[src/rtl/mem_access_unit_pkg.sv]
// Shared types and helpers for the load/store memory access unit.
// Width codes follow the RV32I funct3 encoding.
package mem_access_unit_pkg;

  typedef logic [31:0] data_t;

  typedef enum logic [2:0] {
    MEM_B  = 3'b000,
    MEM_H  = 3'b001,
    MEM_W  = 3'b010,
    MEM_BU = 3'b100,
    MEM_HU = 3'b101
  } mem_width_t;

  typedef enum logic [1:0] {
    IDLE,
    ACCESS,
    DONE
  } mau_state_t;

  // Undefined width codes count as misaligned so they never reach the bus
  function automatic logic is_aligned(
    input logic [2:0] f3,
    input logic [1:0] lo
  );
    logic ok;
    ok = 1'b0;
    case (f3)
      MEM_B, MEM_BU: ok = 1'b1;
      MEM_H, MEM_HU: ok = ~lo[0];
      MEM_W:         ok = (lo == 2'b00);
      default:       ok = 1'b0;
    endcase
    return ok;
  endfunction

  function automatic logic [3:0] be_of(
    input logic [2:0] f3,
    input logic [1:0] lo
  );
    logic [3:0] be;
    be = 4'b0000;
    case (f3)
      MEM_B, MEM_BU: be = 4'b0001 << lo;
      MEM_H, MEM_HU: be = 4'b0011 << lo;
      MEM_W:         be = 4'b1111;
      default:       be = 4'b0000;
    endcase
    return be;
  endfunction

  function automatic data_t wdata_of(
    input logic [2:0] f3,
    input data_t      wd
  );
    data_t r;
    r = wd;
    case (f3)
      MEM_B:   r = {4{wd[7:0]}};
      MEM_H:   r = {2{wd[15:0]}};
      default: r = wd;
    endcase
    return r;
  endfunction

endpackage

[src/rtl/mem_access_unit_load_extend.sv]
// Load data lane select and sign/zero extension.
// Purely combinational; driven from the held address and width.
module load_extend
  import mem_access_unit_pkg::*;
(
  input  data_t       mem_rdata,
  input  logic [1:0]  addr_lo,
  input  logic [2:0]  funct3,
  output data_t       result
);

  logic [7:0]  b;
  logic [15:0] h;

  always_comb begin
    b = mem_rdata[7:0];
    unique case (addr_lo)
      2'd0: b = mem_rdata[7:0];
      2'd1: b = mem_rdata[15:8];
      2'd2: b = mem_rdata[23:16];
      2'd3: b = mem_rdata[31:24];
      default: b = mem_rdata[7:0];
    endcase
    h = addr_lo[1] ? mem_rdata[31:16] : mem_rdata[15:0];
  end

  always_comb begin
    result = mem_rdata;
    case (funct3)
      MEM_B:   result = {{24{b[7]}}, b};
      MEM_H:   result = {{16{h[15]}}, h};
      MEM_BU:  result = {24'h0, b};
      MEM_HU:  result = {16'h0, h};
      default: result = mem_rdata;
    endcase
  end

endmodule

[src/rtl/mem_access_unit.sv]
// Load/store port between the control FSM and a handshaked memory bus.
// One request in flight; misaligned and timed-out accesses still respond.
module mem_access_unit
  import mem_access_unit_pkg::*;
#(
  parameter int TIMEOUT_CYCLES = 255,
  parameter int ADDR_W         = 32
) (
  input  logic              clk,
  input  logic              reset,
  input  logic              req_valid,
  input  logic              req_write,
  input  logic [2:0]        req_funct3,
  input  logic [ADDR_W-1:0] req_addr,
  input  logic [31:0]       req_wdata,
  output logic              req_ready,
  output logic              rsp_valid,
  output logic [31:0]       rsp_rdata,
  output logic              misaligned,
  output logic              bus_error,
  output logic              mem_req,
  output logic              mem_we,
  output logic [3:0]        mem_be,
  output logic [ADDR_W-1:0] mem_addr,
  output logic [31:0]       mem_wdata,
  input  logic              mem_ack,
  input  logic [31:0]       mem_rdata
);

  localparam logic [7:0] TO_LAST = 8'(TIMEOUT_CYCLES - 1);

  mau_state_t        state_q, state_d;
  logic [7:0]        cnt_q, cnt_d;
  logic [1:0]        lo_q, lo_d;
  logic [2:0]        f3_q, f3_d;
  logic              we_q, we_d;
  logic              req_q, req_d;
  logic              mwe_q, mwe_d;
  logic [3:0]        be_q, be_d;
  logic [ADDR_W-1:0] addr_q, addr_d;
  data_t             wd_q, wd_d;
  data_t             rd_q, rd_d;
  logic              mis_q, mis_d;
  logic              berr_q, berr_d;
  data_t             ext;

  load_extend u_ext (
    .mem_rdata (mem_rdata),
    .addr_lo   (lo_q),
    .funct3    (f3_q),
    .result    (ext)
  );

  always_comb begin
    state_d = state_q;
    cnt_d   = cnt_q;
    lo_d    = lo_q;
    f3_d    = f3_q;
    we_d    = we_q;
    req_d   = req_q;
    mwe_d   = mwe_q;
    be_d    = be_q;
    addr_d  = addr_q;
    wd_d    = wd_q;
    rd_d    = rd_q;
    mis_d   = mis_q;
    berr_d  = berr_q;
    unique case (state_q)
      IDLE: begin
        if (req_valid) begin
          lo_d  = req_addr[1:0];
          f3_d  = req_funct3;
          we_d  = req_write;
          cnt_d = 8'd0;
          if (is_aligned(req_funct3, req_addr[1:0])) begin
            state_d = ACCESS;
            req_d   = 1'b1;
            mwe_d   = req_write;
            be_d    = be_of(req_funct3, req_addr[1:0]);
            addr_d  = {req_addr[ADDR_W-1:2], 2'b00};
            wd_d    = req_write ?
                      wdata_of(req_funct3, req_wdata) :
                      32'h0;
          end else begin
            state_d = DONE;
            mis_d   = 1'b1;
          end
        end
      end
      ACCESS: begin
        // ack beats a simultaneous timeout
        if (mem_ack || cnt_q == TO_LAST) begin
          state_d = DONE;
          cnt_d   = 8'd0;
          req_d   = 1'b0;
          mwe_d   = 1'b0;
          be_d    = 4'b0000;
          addr_d  = '0;
          wd_d    = 32'h0;
          berr_d  = ~mem_ack;
          if (mem_ack && !we_q) rd_d = ext;
        end else begin
          cnt_d = cnt_q + 8'd1;
        end
      end
      DONE: begin
        state_d = IDLE;
        mis_d   = 1'b0;
        berr_d  = 1'b0;
      end
      default: state_d = IDLE;
    endcase
  end

  always_ff @(posedge clk) begin
    if (!reset) begin
      state_q <= IDLE;
      cnt_q   <= 8'd0;
      lo_q    <= 2'b00;
      f3_q    <= 3'b000;
      we_q    <= 1'b0;
      req_q   <= 1'b0;
      mwe_q   <= 1'b0;
      be_q    <= 4'b0000;
      addr_q  <= '0;
      wd_q    <= 32'h0;
      rd_q    <= 32'h0;
      mis_q   <= 1'b0;
      berr_q  <= 1'b0;
    end else begin
      state_q <= state_d;
      cnt_q   <= cnt_d;
      lo_q    <= lo_d;
      f3_q    <= f3_d;
      we_q    <= we_d;
      req_q   <= req_d;
      mwe_q   <= mwe_d;
      be_q    <= be_d;
      addr_q  <= addr_d;
      wd_q    <= wd_d;
      rd_q    <= rd_d;
      mis_q   <= mis_d;
      berr_q  <= berr_d;
    end
  end

  assign req_ready  = (state_q == IDLE);
  assign rsp_valid  = (state_q == DONE);
  assign rsp_rdata  = rd_q;
  assign misaligned = mis_q;
  assign bus_error  = berr_q;
  assign mem_req    = req_q;
  assign mem_we     = mwe_q;
  assign mem_be     = be_q;
  assign mem_addr   = addr_q;
  assign mem_wdata  = wd_q;

endmodule

[config.mk]
export PLATFORM = sky130hd
export DESIGN_NAME = mem_access_unit
export DESIGN_NICKNAME = d
export VERILOG_FILES = /design/src/rtl/mem_access_unit_pkg.sv /design/src/rtl/mem_access_unit_load_extend.sv /design/src/rtl/mem_access_unit.sv
export SDC_FILE = /design/constraint.sdc
export NUM_CORES = 1
export LEC_CHECK = 0
export BUFFER_PORTS_ARGS = -buffer_cell sky130_fd_sc_hd__buf_4
export CAP_MARGIN = 20
export CORE_ASPECT_RATIO = 0.7
export CORE_MARGIN = 4
export CORE_UTILIZATION = 45
export DETAILED_ROUTE_END_ITERATION = 16
export GPL_ROUTABILITY_DRIVEN = 1
export PLACE_DENSITY_LB_ADDON = 0.08
export SLEW_MARGIN = 20
export SYNTH_ARGS = -nofsm -noshare
export SYNTH_HDL_FRONTEND = slang
export SYNTH_SLANG_ARGS = --single-unit
[constraint.sdc]
create_clock -name clk -period 2.1 [get_ports clk]
set_input_delay 0.105 -clock clk [delete_from_list [all_inputs] [get_ports clk]]
set_output_delay 0.105 -clock clk [all_outputs]
set_load 0.01 [all_outputs]
# Word level (Yosys, flattened, before mapping)
# Index checks and enable logic that the tools add are counted.
# word_totals
ff_bits,120
latch_bits,0
ramBits,0
mem_bits_ro,0
input_bits,104
n_memories,0
# classes
n_addsub,1
mul,0
n_div,0
n_lt_le_gt_ge,0
eq_ne,17
n_shift,2
n_mux,39
n_bitwise,2
n_reduce_logical,20
# ops
op,n
$mux 32,6
$pmux 32 s2,3
$pmux 32 s4,1
$pmux 8 s4,1
$mux 16,1
$mux 8,2
$pmux 8 s2,1
$eq 3x3->1 const B,4
$mux 4,3
$pmux 4 s3,1
$mux 1,10
$add 8x1->8 const B,1
$eq 8x8->1 const B,1
$pmux 1 s2,4
$pmux 4 s2,1
$reduce_and 2->1,4
$eq 2x2->1 const B,3
$eq 3x1->1 const B,2
$logic_not 2->1,3
$logic_not 3->1,2
$mux 2,3
$ne 2x2->1 const B,3
$reduce_and 3->1,2
$reduce_bool 2->1,3
13 further kinds,16

# Longest topological paths before layout
# depth
depth_word,8
depth_mapped,8

# Modules after synthesis
# A second synthesis with hierarchy kept.
# hier_totals
cells_unflattened,661
area_unflattened_um2,5461.5
# by_module_without_submodules
mod,instances,cells_per_inst,area_each_um2,seq_area_each_um2
mem_access_unit,1,551,4812.1,2362.3
load_extend,1,110,649.4,0.0

# Worst setup path after synthesis
# No wires, ideal clock.
# synth_path
path_type,flip-flop to flip-flop
from,register lo_q[1]
to,register rd_q[21] (netlist: rsp_rdata[21])
setup_ns,0.122
t_arrival_ns,1.793
required_time_ns,1.978
slack_ns,0.186
path_stages_with_launch,7
synth_period_minus_slack_ns,1.914
cell_sequence,dfxtp_1 buf_2 mux4_2 nor3b_1 o31ai_4 buf_2 a21oi_1
# synth_via
elab_chain_cells,3
word_cells_on_any_way,7
classes_between,eq/ne (3); mux (3); reduce/logical (1)
# synth_rtl
item,line_no,source
start: declaration,mem_access_unit.sv:34,"logic [1:0] lo_q, lo_d;"
start signal: assignment,mem_access_unit.sv:133,lo_q <= lo_d;
"$eq 2x2->1, or another cell as far along",mem_access_unit_load_extend.sv:17,unique case (addr_lo)
$pmux 8 s4,mem_access_unit_load_extend.sv:17,
$pmux 32 s4 *,mem_access_unit_load_extend.sv:29,case (funct3)
end signal: assignment,mem_access_unit.sv:141,rd_q <= rd_d;
end: declaration,mem_access_unit.sv:42,"data_t rd_q, rd_d;"
# Every way passes the cells marked *; elsewhere a longest branch is shown, timed or not.
# A chain may end at the register's enable or synchronous reset.

# Worst setup path in the final report
# layout_path
from,input port req_funct3[2]
to,register addr_q[27] (netlist: mem_addr[27])
# layout_via
elab_chain_cells,7
word_cells_on_any_way,12
classes_between,eq/ne (5); mux (3); reduce/logical (4)
# layout_rtl
item,line_no,source
start: declaration,mem_access_unit.sv:13,"input logic [2:0] req_funct3,"
"$eq 3x1->1, or another cell as far along",mem_access_unit_pkg.sv:28,case (f3)
$reduce_or 2->1,mem_access_unit_pkg.sv:28,
$pmux 1 s3 *,mem_access_unit_pkg.sv:28,
$mux 1 *,mem_access_unit.sv:70,if (req_valid) begin
$mux 1 *,mem_access_unit.sv:68,unique case (state_q)
$ne 2x1->1 (no line) *,--,
$reduce_and 4->1 (no line) *,--,
end signal: assignment,mem_access_unit.sv:139,addr_q <= addr_d;
end: declaration,mem_access_unit.sv:40,"logic [ADDR_W-1:0] addr_q, addr_d;"
# Every way passes the cells marked *; elsewhere a longest branch is shown, timed or not. The select of a mux whose other input is x is not followed.

==> summary.txt <==
Clocking
  – CTS sink count: 118
  – Clock transition at the registers of the reported paths: 0.06 ns
  – CTS buffer count: 17
  – Clock Latency Late Sink: 0.41 ns
  – CTS Buffer Depth: 2
  – Root Driver: clkbuf_16
  – CTS H-tree depth: 4
  – # Post-CTS Setup Buffers: 0
  – CTS tree: done

STA
  – Setup_tns: 0 ns
  – Tightest Pin Transition: 0.632 ns
  – Pins Over Slew Limit: 0
  – RSZ-0062 raised after global routing: no
  – Skew final: 0.0147 ns
  – Worst setup margin: 0.127 ns
  – Final setup vio count: 0
  – Fin crit share: 93.9%
  – Fin. Hold Viols: 0
  – Headroom to the max-slew limit: 57.8%
  – FMAX: 0.507 GHz
  – Post-layout min period: 1.97 ns

Cells and area
  – Ant. Diodes: 0
  – Layout Area Growth over Synthesis: 63.9%
  – Nets@finish: 912
  – Post-route cell area: 0.00806 mm2
  – Share of layout cells above drive strength 1: 33.5%
  – Layout Cells excl Fill: 967
  – Fillcell total: 723

Min path
  – Hold depth: 3
  – Worst hold path class: in -> reg

Routing
  – Routed WL: 17400 um
  – Detail Route Antenna Nets: 0
  – DRC errors left: 0
  – WL/cell: 18.0 um
  – Vias: 5217
  – Number of iterations in the first detailed-routing pass: 5
  – Initial DRC count: 524
  – Routed vias/inst: 5.40

Yosys
  – Mapped Cells: 523
  – Synth warn: 0
  – Share of flip-flops with an asynchronous set or reset: 0%
  – Most frequent cell after synthesis: dfxtp_1
  – Simple-gate share of the synthesized area: 12.8%
  – Adder-cell share of the synthesized area: 0.509%
  – Seq/Total Area, Yosys: 48.1%
  – Largest family of logic cells by synthesized area: compound AO/OA/AOI/OAI gates
  – Mux cell area share after synthesis: 6.57%
  – Compound-cell area share of the yosys netlist: 26.1%
  – EDFF count, synth: 0
  – Area share of the largest cell type after synthesis: 48.1%
  – Post-Syn Area: 0.00491 mm2
  – #FFs+latches synth: 118
  – Distinct cells, synth: 47
  – Top post-synthesis cells by area: dfxtp_1 48%, a22o_1 8.7%, mux2i_1 6.1%
  – Xor/xnor share of the synthesized area: 1.07%
  – Ys flop type: dfxtp_1
  – Post-synth top cells: 118 x dfxtp_1, 56 x nand2_1, 49 x a22o_1, 42 x o21ai_0, 31 x a21oi_1
  – Largest area contributor in the netlist: dfxtp_1
  – Avg Inst Size Synth: 9.40 um2

Floorplan
  – DIE WIDTH: 133 um
  – Num rows: 31
  – Io pins: 210
  – Initial Util: 46.8%
  – CORE AREA: 0.0105 mm2
  – Die Y: 95.4 um
  – DIE AREA: 0.0127 mm2

Placed design
  – Placed cells: 855
  – Final GP Congestion: 0.914
  – Dpl ws: 0.192 ns
  – Port buffer count: 207
  – Placed inst area: 0.00664 mm2
  – Hpwl dp: 11500 um

Power and ir drop
  – Sw Ratio: 25.3%
  – P_int: 4.73 mW
  – Flop pwr share: 37.8%
  – Worst vdd ir: 675 uV
  – Combinational power share: 14.7%
  – Pwr dens: 786 mW/mm2
  – Leak pwr: 3.61 nW
  – P_sw: 1.60 mW
  – Clock power frac: 47.4%

Worst setup path
  – Worst stage delay on the critical path: 0.57 ns
  – Crit-path cells: dlygate4sd3_1 -> buf_4 -> or4_4 -> a21oi_1 -> nor3_2 -> buf_12 -> a22o_1
  – Crit Path Max Fanout: 67
  – Worst setup SP type: input pin
  – R2R cell count: 5
  – Delay-heaviest family, CP: buffers and inverters
  – Crit path capture type: flop
  – Worst path arrival time: 2.26 ns
  – Crit-path slowest cell: or4_4
  – Required @ worst endpoint: 2.39 ns
  – CP bufs+invs: 3
  – Critical path class: in -> reg
  – Cell depth of the worst setup path: 7

Status
  – Status: finished clean

Run
  – Max_cap viols: 0

Global routing
  – Vias in the first global route: 5001
  – Global-route wire length before repair: 26800 um
  – Total Routing Usage GR: 26.7%
  – Initial antenna violation count: 0
  – Pin count of the biggest net entering global routing: 68
  – Grt total ovfl: 0
kinds of logic (layout without fill, tap and decap cells):
logic type | Yosys count | count (layout)
buf+inv | 56 | 351
fa+ha+maj | 2 | 2
flops | 118 | 118
simple gates | 133 | 133
xor+xnor | 6 | 6
mux | 31 | 31
other cells | 1 | 2
compound gates | 176 | 176
per-layer routing:
metal  GRT usage (%)  wire length (um)  share of wire (%)
met3            7.38              1470                8.5
met2            42.1              8010                 46
met4            9.26               296                1.7
met1            35.4              7600                 44
met5               0                 0                  0
power groups by stage:
stage / clock, mW / combinational [mW] / sequential [mW]
after floorplan: 0 / 0.355 / 2.45
after global placement: 0 / 0.779 / 2.44
after detailed placement: 0 / 0.790 / 2.44
after CTS: 3.02 / 0.917 / 2.39
after global routing: 3.14 / 0.999 / 2.40
final: 3.00 / 0.932 / 2.39
flip-flops by register name, indices dropped and copies added (netlist names):
name and count:
mem_addr 30, rsp_rdata 32, f3_q 3, mem_be 4, mem_wdata 32, we_q 1
cnt_q 8, state_q 2, mem_we 1, lo_q 2, misaligned 1, bus_error 1
mem_req 1
path summary, 6_finish.rpt:
check / start / end / slack, ns
max reg2reg: state_q[0]$_SDFFE_PN0P_ / mem_addr[27]$_SDFFE_PN0P_ / 0.16
min: req_wdata[29] / mem_wdata[29]$_SDFFE_PN0P_ / 0.02
min reg2reg: mem_we$_SDFFE_PN0P_ / mem_we$_SDFFE_PN0P_ / 0.46
max: req_funct3[2] / mem_addr[27]$_SDFFE_PN0P_ / 0.13
timing repair:
| action | CTS | global route |
|---|---|---|
| gates resized for setup | 0 | 0 |
| hold buffers | 80 | 0 |
| endpoints found under the setup margin | 0 | 0 |
| endpoints found under the hold margin | 81 | 0 |
per-stage QoR:
| step | power [mW] | hold WS, ns | util (%) |
|---|---|---|---|
| finish | 6.33 | 0.0171 | 76.6 |
| global route | 6.54 | 0.0205 | 76.6 |
| CTS | 6.33 | 0.000725 | 76.6 |
| detailed placement | 3.23 | 0.318 | 63.2 |
| global placement | 3.21 | 0.315 | 63.2 |
| floorplan | 2.81 | 0.193 | - |
worst register-to-register path, delay by kind of cell, from the launching register on:
| kind | cells | cell delay (ns) |
|---|---|---|
| compound gates | 2 | 0.80 |
| flops | 1 | 0.48 |
| simple gates | 2 | 0.32 |
| buf+inv | 1 | 0.22 |
layout by cell type, fill, tap and decap left out, types with 4 or more instances in the layout:
master and count:
nor2_1 24, nand3_1 5, nor3_1 17, clkbuf_16 17, o21ai_0 42, o2bb2ai_1 25, nor2b_1 4, a22o_1 49
dfxtp_1 118, dlygate4sd3_1 80, clkinv_4 5, inv_1 15, xor2_1 6, nand2_1 56, a221oi_1 7, buf_4 223
a21oi_1 31, a31o_2 7, mux2i_1 30
area by class of cell:
type	instances	area [um2]	area share, %
Clock buffer	18	439	5.45
Clock inverter	14	176	2.19
Inverter	15	56.3	0.699
Multi-Input combinational cell	350	2340	29.1
Sequential cell	118	2360	29.3
Tap cell	148	185	2.30
Timing Repair Buffer	304	2490	31.0
No activity file was read; power rests on OpenSTA's default activity.
